==> config.mk <==
export PLATFORM = sky130hd
export DESIGN_NAME = uart_apb_tx
export DESIGN_NICKNAME = d
export VERILOG_FILES = /design/src/rtl/uart_apb_tx.sv
export SDC_FILE = /design/constraint.sdc
export NUM_CORES = 1
export LEC_CHECK = 0
export BUFFER_PORTS_ARGS = -buffer_cell sky130_fd_sc_hd__clkbuf_2
export CORE_MARGIN = 8
export CORE_UTILIZATION = 61
export CTS_BUF_LIST = sky130_fd_sc_hd__clkbuf_2
export DETAILED_ROUTE_END_ITERATION = 6
export GPL_ROUTABILITY_DRIVEN = 0
export GPL_TIMING_DRIVEN = 0
export PLACE_DENSITY = 0.83
export RECOVER_POWER = 25
export SLEW_MARGIN = 5
export SYNTH_ARGS = -nofsm -noshare
export SYNTH_HDL_FRONTEND = slang
export SYNTH_SLANG_ARGS = --single-unit
==> constraint.sdc <==
create_clock -name clock -period 4.6 [get_ports clock]
set_clock_uncertainty 0.1 [all_clocks]
set_input_delay 0.69 -clock clock [delete_from_list [all_inputs] [get_ports clock]]
set_output_delay 0.69 -clock clock [all_outputs]
set_load 0.1 [all_outputs]
==> src/rtl/uart_apb_tx.sv <==
// rtl/uart_apb_tx.sv - APB-slave UART transmitter with TX FIFO and frame formatting
//
// Ports:
//   clock, PRESET        single clock, synchronous active-high reset
//   PSEL/PENABLE/PWRITE  APB control; PADDR[4:2] selects THR/LCR/DIV/STATUS/IER
//   PWDATA/PRDATA        APB data; PRDATA is combinational in the access phase
//   PREADY/PSLVERR       zero-wait-state ready, access error
//   nCTS                 active-low clear-to-send, sampled only at frame start
//   TXD                  serial output, idle high
//   IRQ                  registered FIFO-empty-and-idle interrupt
//   tx_fifo_*            FIFO empty/full flags and occupancy
module uart_apb_tx #(
    parameter int FIFO_DEPTH  = 16,
    parameter int DEFAULT_DIV = 16,
    parameter int CNT_W       = $clog2(FIFO_DEPTH + 1)
) (
    input  logic             clock,
    input  logic             PRESET,
    input  logic             PSEL,
    input  logic             PENABLE,
    input  logic             PWRITE,
    input  logic [31:0]      PADDR,
    input  logic [31:0]      PWDATA,
    output logic [31:0]      PRDATA,
    output logic             PREADY,
    output logic             PSLVERR,
    input  logic             nCTS,
    output logic             TXD,
    output logic             IRQ,
    output logic             tx_fifo_empty,
    output logic             tx_fifo_full,
    output logic [CNT_W-1:0] tx_fifo_count
);
    localparam int PTR_W = $clog2(FIFO_DEPTH);

    typedef enum logic [2:0] {S_IDLE, S_START, S_DATA, S_PARITY, S_STOP} state_t;

    logic [7:0]       r_mem [FIFO_DEPTH];
    logic [PTR_W-1:0] r_wptr, r_rptr;
    logic [CNT_W-1:0] r_count;
    logic [5:0]       r_lcr;
    logic [15:0]      r_div;
    logic             r_ier;
    logic             r_irq;

    state_t           r_state, w_next;
    logic [15:0]      r_baud, r_fdiv;
    logic [2:0]       r_bitcnt;
    logic [7:0]       r_shift;
    logic             r_par, r_fstop2, r_fpar_en;
    logic [1:0]       r_fwl;

    logic [2:0]       w_idx;
    logic             w_access, w_full, w_empty, w_busy, w_err, w_wr;
    logic             w_push, w_pop, w_flush, w_can_start, w_bit_end, w_txd;
    logic [7:0]       w_fifo_data, w_mask;
    logic [15:0]      w_div_eff;
    logic [2:0]       w_last_bit;
    logic             w_par_new;
    logic [31:0]      w_rdata;
    logic             w_unused_bits;

    assign w_unused_bits = ^{PADDR[31:5], PADDR[1:0], PWDATA[31:16]};

    // APB decode
    assign w_access = PSEL & PENABLE;
    assign w_idx    = PADDR[4:2];
    assign w_full   = (r_count == CNT_W'(FIFO_DEPTH));
    assign w_empty  = (r_count == '0);
    assign w_busy   = (r_state != S_IDLE);
    // Full is judged on the pre-edge count, so a simultaneous pop never rescues a push.
    assign w_err    = w_access & ((w_idx > 3'd4) |
                                  (PWRITE & (w_idx == 3'd3)) |
                                  (PWRITE & (w_idx == 3'd0) & w_full));
    assign w_wr     = w_access & PWRITE & ~w_err;
    assign w_push   = w_wr & (w_idx == 3'd0);
    assign w_flush  = w_wr & (w_idx == 3'd1) & PWDATA[6];

    always_comb begin
        w_rdata = '0;
        if (w_access && !PWRITE && !w_err) begin
            case (w_idx)
                3'd1: w_rdata[5:0]  = r_lcr;
                3'd2: w_rdata[15:0] = r_div;
                3'd3: begin
                    w_rdata[0]          = w_empty;
                    w_rdata[1]          = w_full;
                    w_rdata[2]          = w_busy;
                    w_rdata[8 +: CNT_W] = r_count;
                end
                3'd4: w_rdata[0] = r_ier;
                default: w_rdata = '0;
            endcase
        end
    end

    assign PRDATA  = w_rdata;
    assign PREADY  = 1'b1;
    assign PSLVERR = w_err;

    // Control registers; the flush bit is an action, not stored state.
    always_ff @(posedge clock) begin
        if (PRESET) begin
            r_lcr <= 6'h03;
            r_div <= 16'(DEFAULT_DIV);
            r_ier <= 1'b0;
        end else if (w_wr) begin
            case (w_idx)
                3'd1: r_lcr <= PWDATA[5:0];
                3'd2: r_div <= PWDATA[15:0];
                3'd4: r_ier <= PWDATA[0];
                default: ;
            endcase
        end
    end

    // TX FIFO
    always_ff @(posedge clock) begin
        if (w_push) r_mem[r_wptr] <= PWDATA[7:0];
    end

    always_ff @(posedge clock) begin
        if (PRESET || w_flush) begin
            r_wptr  <= '0;
            r_rptr  <= '0;
            r_count <= '0;
        end else begin
            if (w_push) r_wptr <= r_wptr + 1'b1;
            if (w_pop)  r_rptr <= r_rptr + 1'b1;
            case ({w_push, w_pop})
                2'b10:   r_count <= r_count + 1'b1;
                2'b01:   r_count <= r_count - 1'b1;
                default: r_count <= r_count;
            endcase
        end
    end

    assign tx_fifo_empty = w_empty;
    assign tx_fifo_full  = w_full;
    assign tx_fifo_count = r_count;
    assign w_fifo_data   = r_mem[r_rptr];

    // Frame setup values, taken from the live registers at the pop.
    assign w_div_eff = (r_div == 16'd0) ? 16'd1 : r_div;
    always_comb begin
        case (r_lcr[1:0])
            2'd0:    w_mask = 8'h1F;
            2'd1:    w_mask = 8'h3F;
            2'd2:    w_mask = 8'h7F;
            default: w_mask = 8'hFF;
        endcase
    end
    assign w_par_new   = (^(w_fifo_data & w_mask)) ^ ~r_lcr[4];
    assign w_can_start = !w_empty && (!r_lcr[5] || !nCTS);
    assign w_bit_end   = (r_baud == 16'd0);
    assign w_last_bit  = 3'd4 + {1'b0, r_fwl};

    always_ff @(posedge clock) begin
        if (PRESET) r_state <= S_IDLE;
        else        r_state <= w_next;
    end

    always_comb begin
        w_next = r_state;
        w_pop  = 1'b0;
        case (r_state)
            S_IDLE: if (w_can_start) begin
                w_pop  = 1'b1;
                w_next = S_START;
            end
            S_START: if (w_bit_end) w_next = S_DATA;
            S_DATA: if (w_bit_end && r_bitcnt == w_last_bit)
                w_next = r_fpar_en ? S_PARITY : S_STOP;
            S_PARITY: if (w_bit_end) w_next = S_STOP;
            S_STOP: if (w_bit_end && r_bitcnt == 3'd0) begin
                // Chain straight into the next start bit to avoid an idle gap.
                if (w_can_start) begin
                    w_pop  = 1'b1;
                    w_next = S_START;
                end else begin
                    w_next = S_IDLE;
                end
            end
            default: w_next = S_IDLE;
        endcase
    end

    // Bit timer and shifter; r_bitcnt counts data bits, then remaining extra stop bits.
    always_ff @(posedge clock) begin
        if (PRESET) begin
            r_baud    <= '0;
            r_fdiv    <= 16'd1;
            r_bitcnt  <= '0;
            r_shift   <= '0;
            r_par     <= 1'b0;
            r_fwl     <= '0;
            r_fstop2  <= 1'b0;
            r_fpar_en <= 1'b0;
        end else if (w_pop) begin
            r_shift   <= w_fifo_data;
            r_fwl     <= r_lcr[1:0];
            r_fstop2  <= r_lcr[2];
            r_fpar_en <= r_lcr[3];
            r_par     <= w_par_new;
            r_fdiv    <= w_div_eff;
            r_baud    <= w_div_eff - 16'd1;
            r_bitcnt  <= '0;
        end else if (w_busy) begin
            if (w_bit_end) begin
                r_baud <= r_fdiv - 16'd1;
                case (r_state)
                    S_DATA: begin
                        r_shift <= r_shift >> 1;
                        if (r_bitcnt == w_last_bit) r_bitcnt <= {2'b00, r_fstop2};
                        else                        r_bitcnt <= r_bitcnt + 3'd1;
                    end
                    S_PARITY: r_bitcnt <= {2'b00, r_fstop2};
                    S_STOP:   r_bitcnt <= r_bitcnt - 3'd1;
                    default:  ;
                endcase
            end else begin
                r_baud <= r_baud - 16'd1;
            end
        end
    end

    always_comb begin
        case (r_state)
            S_START:  w_txd = 1'b0;
            S_DATA:   w_txd = r_shift[0];
            S_PARITY: w_txd = r_par;
            default:  w_txd = 1'b1;
        endcase
    end
    assign TXD = w_txd;

    always_ff @(posedge clock) begin
        if (PRESET) r_irq <= 1'b0;
        else        r_irq <= r_ier & w_empty & ~w_busy;
    end
    assign IRQ = r_irq;

endmodule

==> flow_metrics.env, run 1 <==
export IMPL_initial_core_util=0.6174
export IMPL_setup_viol=0
export IMPL_period_minus_slack_ps=4268
export IMPL_slew_violations=0
export IMPL_r2r_end="tx_fifo_count[4]"
export IMPL_ys_ff_latch=220
export IMPL_clock_latency_ps=850
export IMPL_cellLeakagePower_nw=4.076
export IMPL_whs_ps=75.49
export IMPL_num_vias=7630
export IMPL_synth_edff_count=128
export IMPL_critPathMaxFanout=14
export IMPL_floorplan_rows=47
export IMPL_cts_buffers_inserted=53
export IMPL_dpl_worst_slack_ps=-230.9
export IMPL_hold_start="PWDATA[15]"
export IMPL_finalCritPeriodShare=0.9278
export IMPL_antenna_found_initial=1
export IMPL_fp_coreArea_mm2=0.01641
export IMPL_synth_ff_type="edfxtp_1"
export IMPL_yosys_warnings=0
export IMPL_grt_pass1_vias=7635
export IMPL_slowest_stage="nor3_1"
export IMPL_end_kind="flip-flop"
export IMPL_wl_per_cell_um=19.58
export IMPL_fp_dieH_um=144.9
export IMPL_grt_ovfl_total=0
export IMPL_dp_hpwl_um=17570
export IMPL_syn_area_mm2=0.01013
export IMPL_min_to="r_div[15]"
export IMPL_grt_pass1_wl_um=38580
export IMPL_clock_sinks=220
export IMPL_first_pass_iters=6
export IMPL_wl_um=24770
export IMPL_crit_required_ps=5230
export IMPL_nets=1092
export IMPL_worstPathCellList="nor3_1, nand2_1, o31ai_4, nand2_1, inv_2, clkbuf_2, buf_2, ha_1, inv_1, fa_1, inv_1, a21o_1, a21oi_1, xnor2_1, or3_1, a21oi_1"
export IMPL_num_io_pins=113
export IMPL_max_stage_delay_ps=470
export IMPL_vdd_drop_max_mv=0.3443
export IMPL_muxShareOfSynthArea=0.08844
export IMPL_post_route_util=0.6879
export IMPL_slew_headroom=0.3958
export IMPL_drive_gt1_frac=0.2023
export IMPL_p_per_area_mw_per_mm2=558.9
export IMPL_clock_path_buffers=3
export IMPL_ys_seq_area_frac=0.5613
export IMPL_hold_violations=0
export IMPL_avgSynthCellArea_um2=11.48
export IMPL_viasPerCell=6.032
export IMPL_area_delta_synth_final_pct=11.43
export IMPL_final_cell_mix="128 x edfxtp_1, 118 x clkbuf_2, 114 x nand2_1"
export IMPL_die_w_um=144.9
export IMPL_grt_max_degree=20
export IMPL_grt_util_all_layers=0.2417
export IMPL_fin_area_mm2=0.01129
export IMPL_dieArea_mm2=0.02099
export IMPL_outcome="finished, final reports clean"
export IMPL_postRouteAntennaNets=0
export IMPL_cts_root_buf="clkbuf_2"
export IMPL_rr_worst_depth=16
export IMPL_synth_compound_area_frac=0.1260
export IMPL_yosys_top_cells_area="edfxtp_1 38%, dfxtp_1 18%, mux4_2 7.3%"
export IMPL_htreeDepth=2
export IMPL_synth_adder_area_share=0.01803
export IMPL_synth_xor_area_frac=0.02125
export IMPL_async_flop_share=0
export IMPL_final_common_cell="edfxtp_1"
export IMPL_synth_cell_type_count=78
export IMPL_cts_tree="done"
export IMPL_min_path_cells=3
export IMPL_port_buffers=49
export IMPL_cp_start_kind="flip-flop"
export IMPL_setup_slack_ps=332.3
export IMPL_synth_top_area_frac=0.3794
export IMPL_path_clk_slew_ps=100
export IMPL_reg2reg_from="r_baud[7]"
export IMPL_rsz0062_at_grt="no"
export IMPL_drc=0
export IMPL_yosysTopAreaCell="edfxtp_1"
export IMPL_worst_ep_arrival_time_ps=4900
export IMPL_dpl_cell_area_mm2=0.01072
export IMPL_netlist_instances=882
export IMPL_yosys_area_share_simple=0.1451
export IMPL_synth_top_family_by_area="simple AND/OR/NAND/NOR gates"
export IMPL_max_freq_ghz=0.2343
export IMPL_max_cap_violations=0
export IMPL_max_slew_worst_pin_slew_ps=906.4
export IMPL_p_total_mw=6.308
export IMPL_reg2reg_slack_ps=330
export IMPL_min_path_type="input pin to flip-flop"
export IMPL_drt_iter0_drc=690
export IMPL_critPathKind="flip-flop to flip-flop"
[layout make-up]
type	instances	area, um2
Fill cell	1174	5120
Timing Repair Buffer	57	312.8
Tap cell	220	275.3
Buffer	67	334.1
Clock inverter	14	96.34
Multi-Input combinational cell	593	4138
Clock buffer	76	380.4
Inverter	16	60.06
Antenna cell	2	5.005
Sequential cell	220	5685
[critical path, delay by kind of cell (launching register included)]
kind / cells / cell delay, ps
simple gates: 4 / 1230
xor+xnor: 1 / 130
flops: 1 / 340
compound gates: 4 / 640
buf+inv: 5 / 1080
fa+ha+maj: 2 / 690
[state kept, by name (all words and copies together), names as in the netlist, named ones only]
name / flops
r_bitcnt: 3
r_fstop2: 1
r_fwl: 2
r_mem: 128
r_wptr: 4
IRQ: 1
tx_fifo_count: 5
r_fpar_en: 1
r_baud: 16
r_div: 16
r_ier: 1
r_par: 1
r_state: 3
r_fdiv: 16
r_rptr: 4
r_lcr: 6
r_shift: 8
[routing by layer]
layer | GRT usage | part of all wire
met3 | 0.05052 | 0.076
met4 | 0.1347 | 0.041
met2 | 0.4199 | 0.50
met5 | 0 | 0
met1 | 0.2727 | 0.38
[Yosys cell counts, types with 8 or more instances]
cell / instances
clkbuf_1: 38
nor2_1: 83
inv_1: 15
mux4_2: 33
mux2i_1: 13
and2_1: 9
nand3_1: 13
a21oi_1: 66
xnor2_1: 11
xor2_1: 11
dfxtp_1: 92
nor3_1: 21
nand2_1: 114
buf_4: 18
a211oi_1: 8
a22oi_1: 21
o21ai_0: 19
edfxtp_1: 128
ha_1: 13
a311oi_1: 15
and3_1: 8
[power breakdown]
group	switching (mW)	total (mW)	internal (mW)
combinational	1.78	2.68	0.901
sequential	0.137	2.36	2.22
clock	0.764	1.27	0.506
total	2.68	6.31	3.63
[logic make-up (layout without fill, tap and decap cells)]
family / after synthesis / after routing
flip-flops: 220 / 220
buffers and inverters: 84 / 230
multiplexers: 48 / 48
adder cells (fa/ha/maj): 14 / 14
other: 2 / 19
AND/OR/NAND/NOR: 304 / 304
XOR/XNOR: 23 / 23
AO/OA/AOI/OAI: 187 / 187
[metrics by stage]
step,setup TNS (ps),std cells
6_report,0,1265
5_1_grt,0,1264
4_1_cts,0,1264
3_5_place_dp,-277.3,1166
3_3_place_gp,-227.1,1166
2_1_floorplan,0,897
[worst max path at each step]
stage	slack, ps	from	depth (start not counted)	to
2_1_floorplan	170	tx_fifo_count[0]	7	PRDATA[0]
3_3_place_gp	-190	r_baud[7]	17	tx_fifo_count[4]
3_5_place_dp	-230	r_baud[7]	17	tx_fifo_count[4]
4_1_cts	40	r_state[1]	18	tx_fifo_count[4]
5_1_grt	90	tx_fifo_count[0]	17	tx_fifo_count[4]
6_report	330	r_baud[7]	16	tx_fifo_count[4]
[timing repair]
item / CTS / global route
pin swaps: 1 / 0
hold buffers: 7 / 0
resized for setup: 1 / 1
buffers inserted: 1 / 0
setup endpoints to repair: 3 / 5
endpoints found under the hold margin: 7 / 0
Power figures use the tool's default switching activity.
==> run 2: changes to the inputs <==
ABC_AREA = 1   (was unset)
PLACE_DENSITY = 0.82   (was 0.83)
SLEW_MARGIN = unset   (was 5)
==> flow_metrics.env, run 2 <==
export IMPL_grt_pass1_vias=8614
export IMPL_synth_top_cells_by_count="298 x nand2_1, 169 x inv_1, 128 x edfxtp_1"
export IMPL_netlist_instances=1271
export IMPL_initial_core_util=0.6178
export IMPL_setup_viol=0
export IMPL_fin_setup_tns_ps=0
export IMPL_use_met3=0.05900
export IMPL_async_flop_share=0
export IMPL_drive_gt1_frac=0.1441
export IMPL_synth_most_common_cell="nand2_1"
export IMPL_syn_area_mm2=0.01061
export IMPL_outcome="finished, final reports clean"
export IMPL_first_pass_iters=5
export IMPL_post_route_util=0.6812
export IMPL_ys_seq_area_frac=0.5358
export IMPL_synth_cell_type_count=43
export IMPL_max_freq_ghz=0.2801
export IMPL_wl_um=27160
export IMPL_r2r_end="tx_fifo_count[4]"
export IMPL_period_minus_slack_ps=3570
export IMPL_num_vias=9226
export IMPL_yosys_top_cells_area="edfxtp_1 36%, dfxtp_1 17%, nand2_1 11%"
export IMPL_port_buffers=49
export IMPL_antenna_found_initial=1
export IMPL_p_total_mw=7.116
export IMPL_dp_hpwl_um=19210
export IMPL_clock_path_buffers=3
export IMPL_cellLeakagePower_nw=5.112
export IMPL_fp_coreArea_mm2=0.01718
export IMPL_slew_headroom=0.3516
export IMPL_rr_worst_depth=19
export IMPL_postRouteAntennaNets=0
export IMPL_largest_register_ffs=128
export IMPL_htreeDepth=2
export IMPL_viasPerCell=5.571
export IMPL_max_slew_worst_pin_slew_ps=969.0
export IMPL_clock_latency_ps=870
export IMPL_min_to="r_div[9]"
export IMPL_yosysTopAreaCell="edfxtp_1"
export IMPL_final_cell_mix="298 x nand2_1, 169 x inv_1, 128 x edfxtp_1"
export IMPL_min_path_type="input pin to flip-flop"
export IMPL_reg2reg_slack_ps=1030
export IMPL_synth_edff_count=128
export IMPL_clock_sinks=220
export IMPL_grt_util_all_layers=0.2465
export IMPL_area_delta_synth_final_pct=10.26
export IMPL_hold_buffers=0
export IMPL_fp_dieH_um=147.9
export IMPL_vdd_drop_max_mv=0.9301
export IMPL_top_usage_layer="met2"
export IMPL_dieArea_mm2=0.02187
export IMPL_grt_ovfl_total=0
export IMPL_max_cap_violations=0
export IMPL_worst_ep_arrival_time_ps=4180
export IMPL_regMostFlops="r_mem"
export IMPL_final_common_cell="nand2_1"
export IMPL_grt_max_degree=20
export IMPL_cp_start_kind="flip-flop"
export IMPL_die_w_um=147.9
export IMPL_floorplan_rows=48
export IMPL_min_path_cells=3
export IMPL_reg2reg_from="tx_fifo_count[1]"
export IMPL_grt_pass1_wl_um=42900
export IMPL_synth_ff_type="edfxtp_1"
export IMPL_finalCritPeriodShare=0.7762
export IMPL_hold_violations=0
export IMPL_end_kind="flip-flop"
export IMPL_p_per_area_mw_per_mm2=608.2
export IMPL_synth_top_area_frac=0.3622
export IMPL_grt_use_met1=0.3347
export IMPL_critPathMaxFanout=10
export IMPL_drc=0
export IMPL_num_io_pins=113
export IMPL_grtUsageMet2=0.3761
export IMPL_hold_start="PWDATA[9]"
export IMPL_cts_buffers_inserted=52
export IMPL_wl_per_cell_um=16.40
export IMPL_critPathKind="flip-flop to flip-flop"
export IMPL_yosys_warnings=0
export IMPL_ctsResizeCount=0
export IMPL_ys_ff_latch=220
export IMPL_avgSynthCellArea_um2=8.349
export IMPL_cts_tree="done"
export IMPL_nets=1473
export IMPL_slew_violations=0
export IMPL_rsz0062_at_grt="no"
export IMPL_crit_required_ps=5210
export IMPL_cts_root_buf="clkbuf_2"
export IMPL_drt_iter0_drc=991
export IMPL_path_clk_slew_ps=120
export IMPL_cts_setup_buffers=0
## run 2: cell count changes in the layout (fill, tap and decap cells not counted), moves of 13 or more
cell	delta
nand3_1	+101
mux2i_1	-13
nand2_1	+184
a311oi_1	-14
buf_2	+15
nor2_1	+35
a22oi_1	-21
mux4_2	-33
inv_1	+154
o211ai_1	+15
o21ai_0	+62
## run 2: cell families (layout without fill, tap and decap cells)
family	Yosys count	after routing	synth area share
other cells	2	18	0.0007077
compound gates	197	197	0.1046
fa+ha+maj	14	14	0.01722
simple gates	588	588	0.2396
flops	220	220	0.5358
xor+xnor	6	6	0.004952
buf+inv	244	388	0.09716
## run 2: report_power, final
part           internal (mW)  leakage (nW)  switching [mW]
Sequential              2.25          1.90           0.118
Clock                  0.544         0.371           0.799
Combinational          0.972          2.84            2.43
Total                   3.76          5.11            3.35
## run 2: critical path, stage by stage (launching register included)
cell and delay, ps:
dfxtp_1 450, inv_1 130, nand4_2 190, nand2_2 100
nor2_4 170, nand2_4 110, inv_2 170, clkbuf_1 460
ha_1 330, inv_1 100, fa_1 400, inv_1 100
nand2_1 60, nand2_1 50, a21oi_1 70, nand2_1 60
nand2_1 50, nor2_1 110, xor2_1 150, nor2_1 60
## run 2: routing by layer
| layer | up-vias | wire [um] |
|---|---|---|
| met3 | 61 | 2814 |
| li1 | 4391 | - |
| met5 | - | 0 |
| met1 | 4270 | 11710 |
| met2 | 504 | 12010 |
| met4 | 0 | 629 |
## run 2: worst max-delay path by stage
| stage | endpoint | slack (ps) | startpoint | cells past startpoint |
|---|---|---|---|---|
| 2_1_floorplan | PSLVERR | 330 | tx_fifo_count[4] | 4 |
| 3_3_place_gp | tx_fifo_count[4] | 1060 | PADDR[4] | 20 |
| 3_5_place_dp | tx_fifo_count[4] | 940 | PADDR[4] | 20 |
| 4_1_cts | tx_fifo_count[4] | 1060 | tx_fifo_count[1] | 19 |
| 5_1_grt | tx_fifo_count[4] | 750 | r_bitcnt[0] | 21 |
| 6_report | tx_fifo_count[4] | 1030 | tx_fifo_count[1] | 19 |
## run 2: cell type report
cell class                      instances  area (um2)
Timing Repair Buffer                   49       236.5
Clock inverter                         24       156.4
Antenna cell                            1       2.502
Buffer                                 68       370.4
Multi-Input combinational cell        822        3951
Clock buffer                           71       355.3
Inverter                              176       660.6
Fill cell                            1410        5477
Sequential cell                       220        5685
Tap cell                              225       281.5
## run 2: through the flow
stage	cells	hold slack, ps	area (um2)	worst slack [ps]
2_1_floorplan	1286	335.3	10670	325.2
4_1_cts	1655	25.00	11710	1058
5_1_grt	1656	26.72	11700	753.3
6_report	1656	61.20	11700	1030
3_5_place_dp	1560	352.3	11190	939.9
3_3_place_gp	1560	349.0	11190	1064
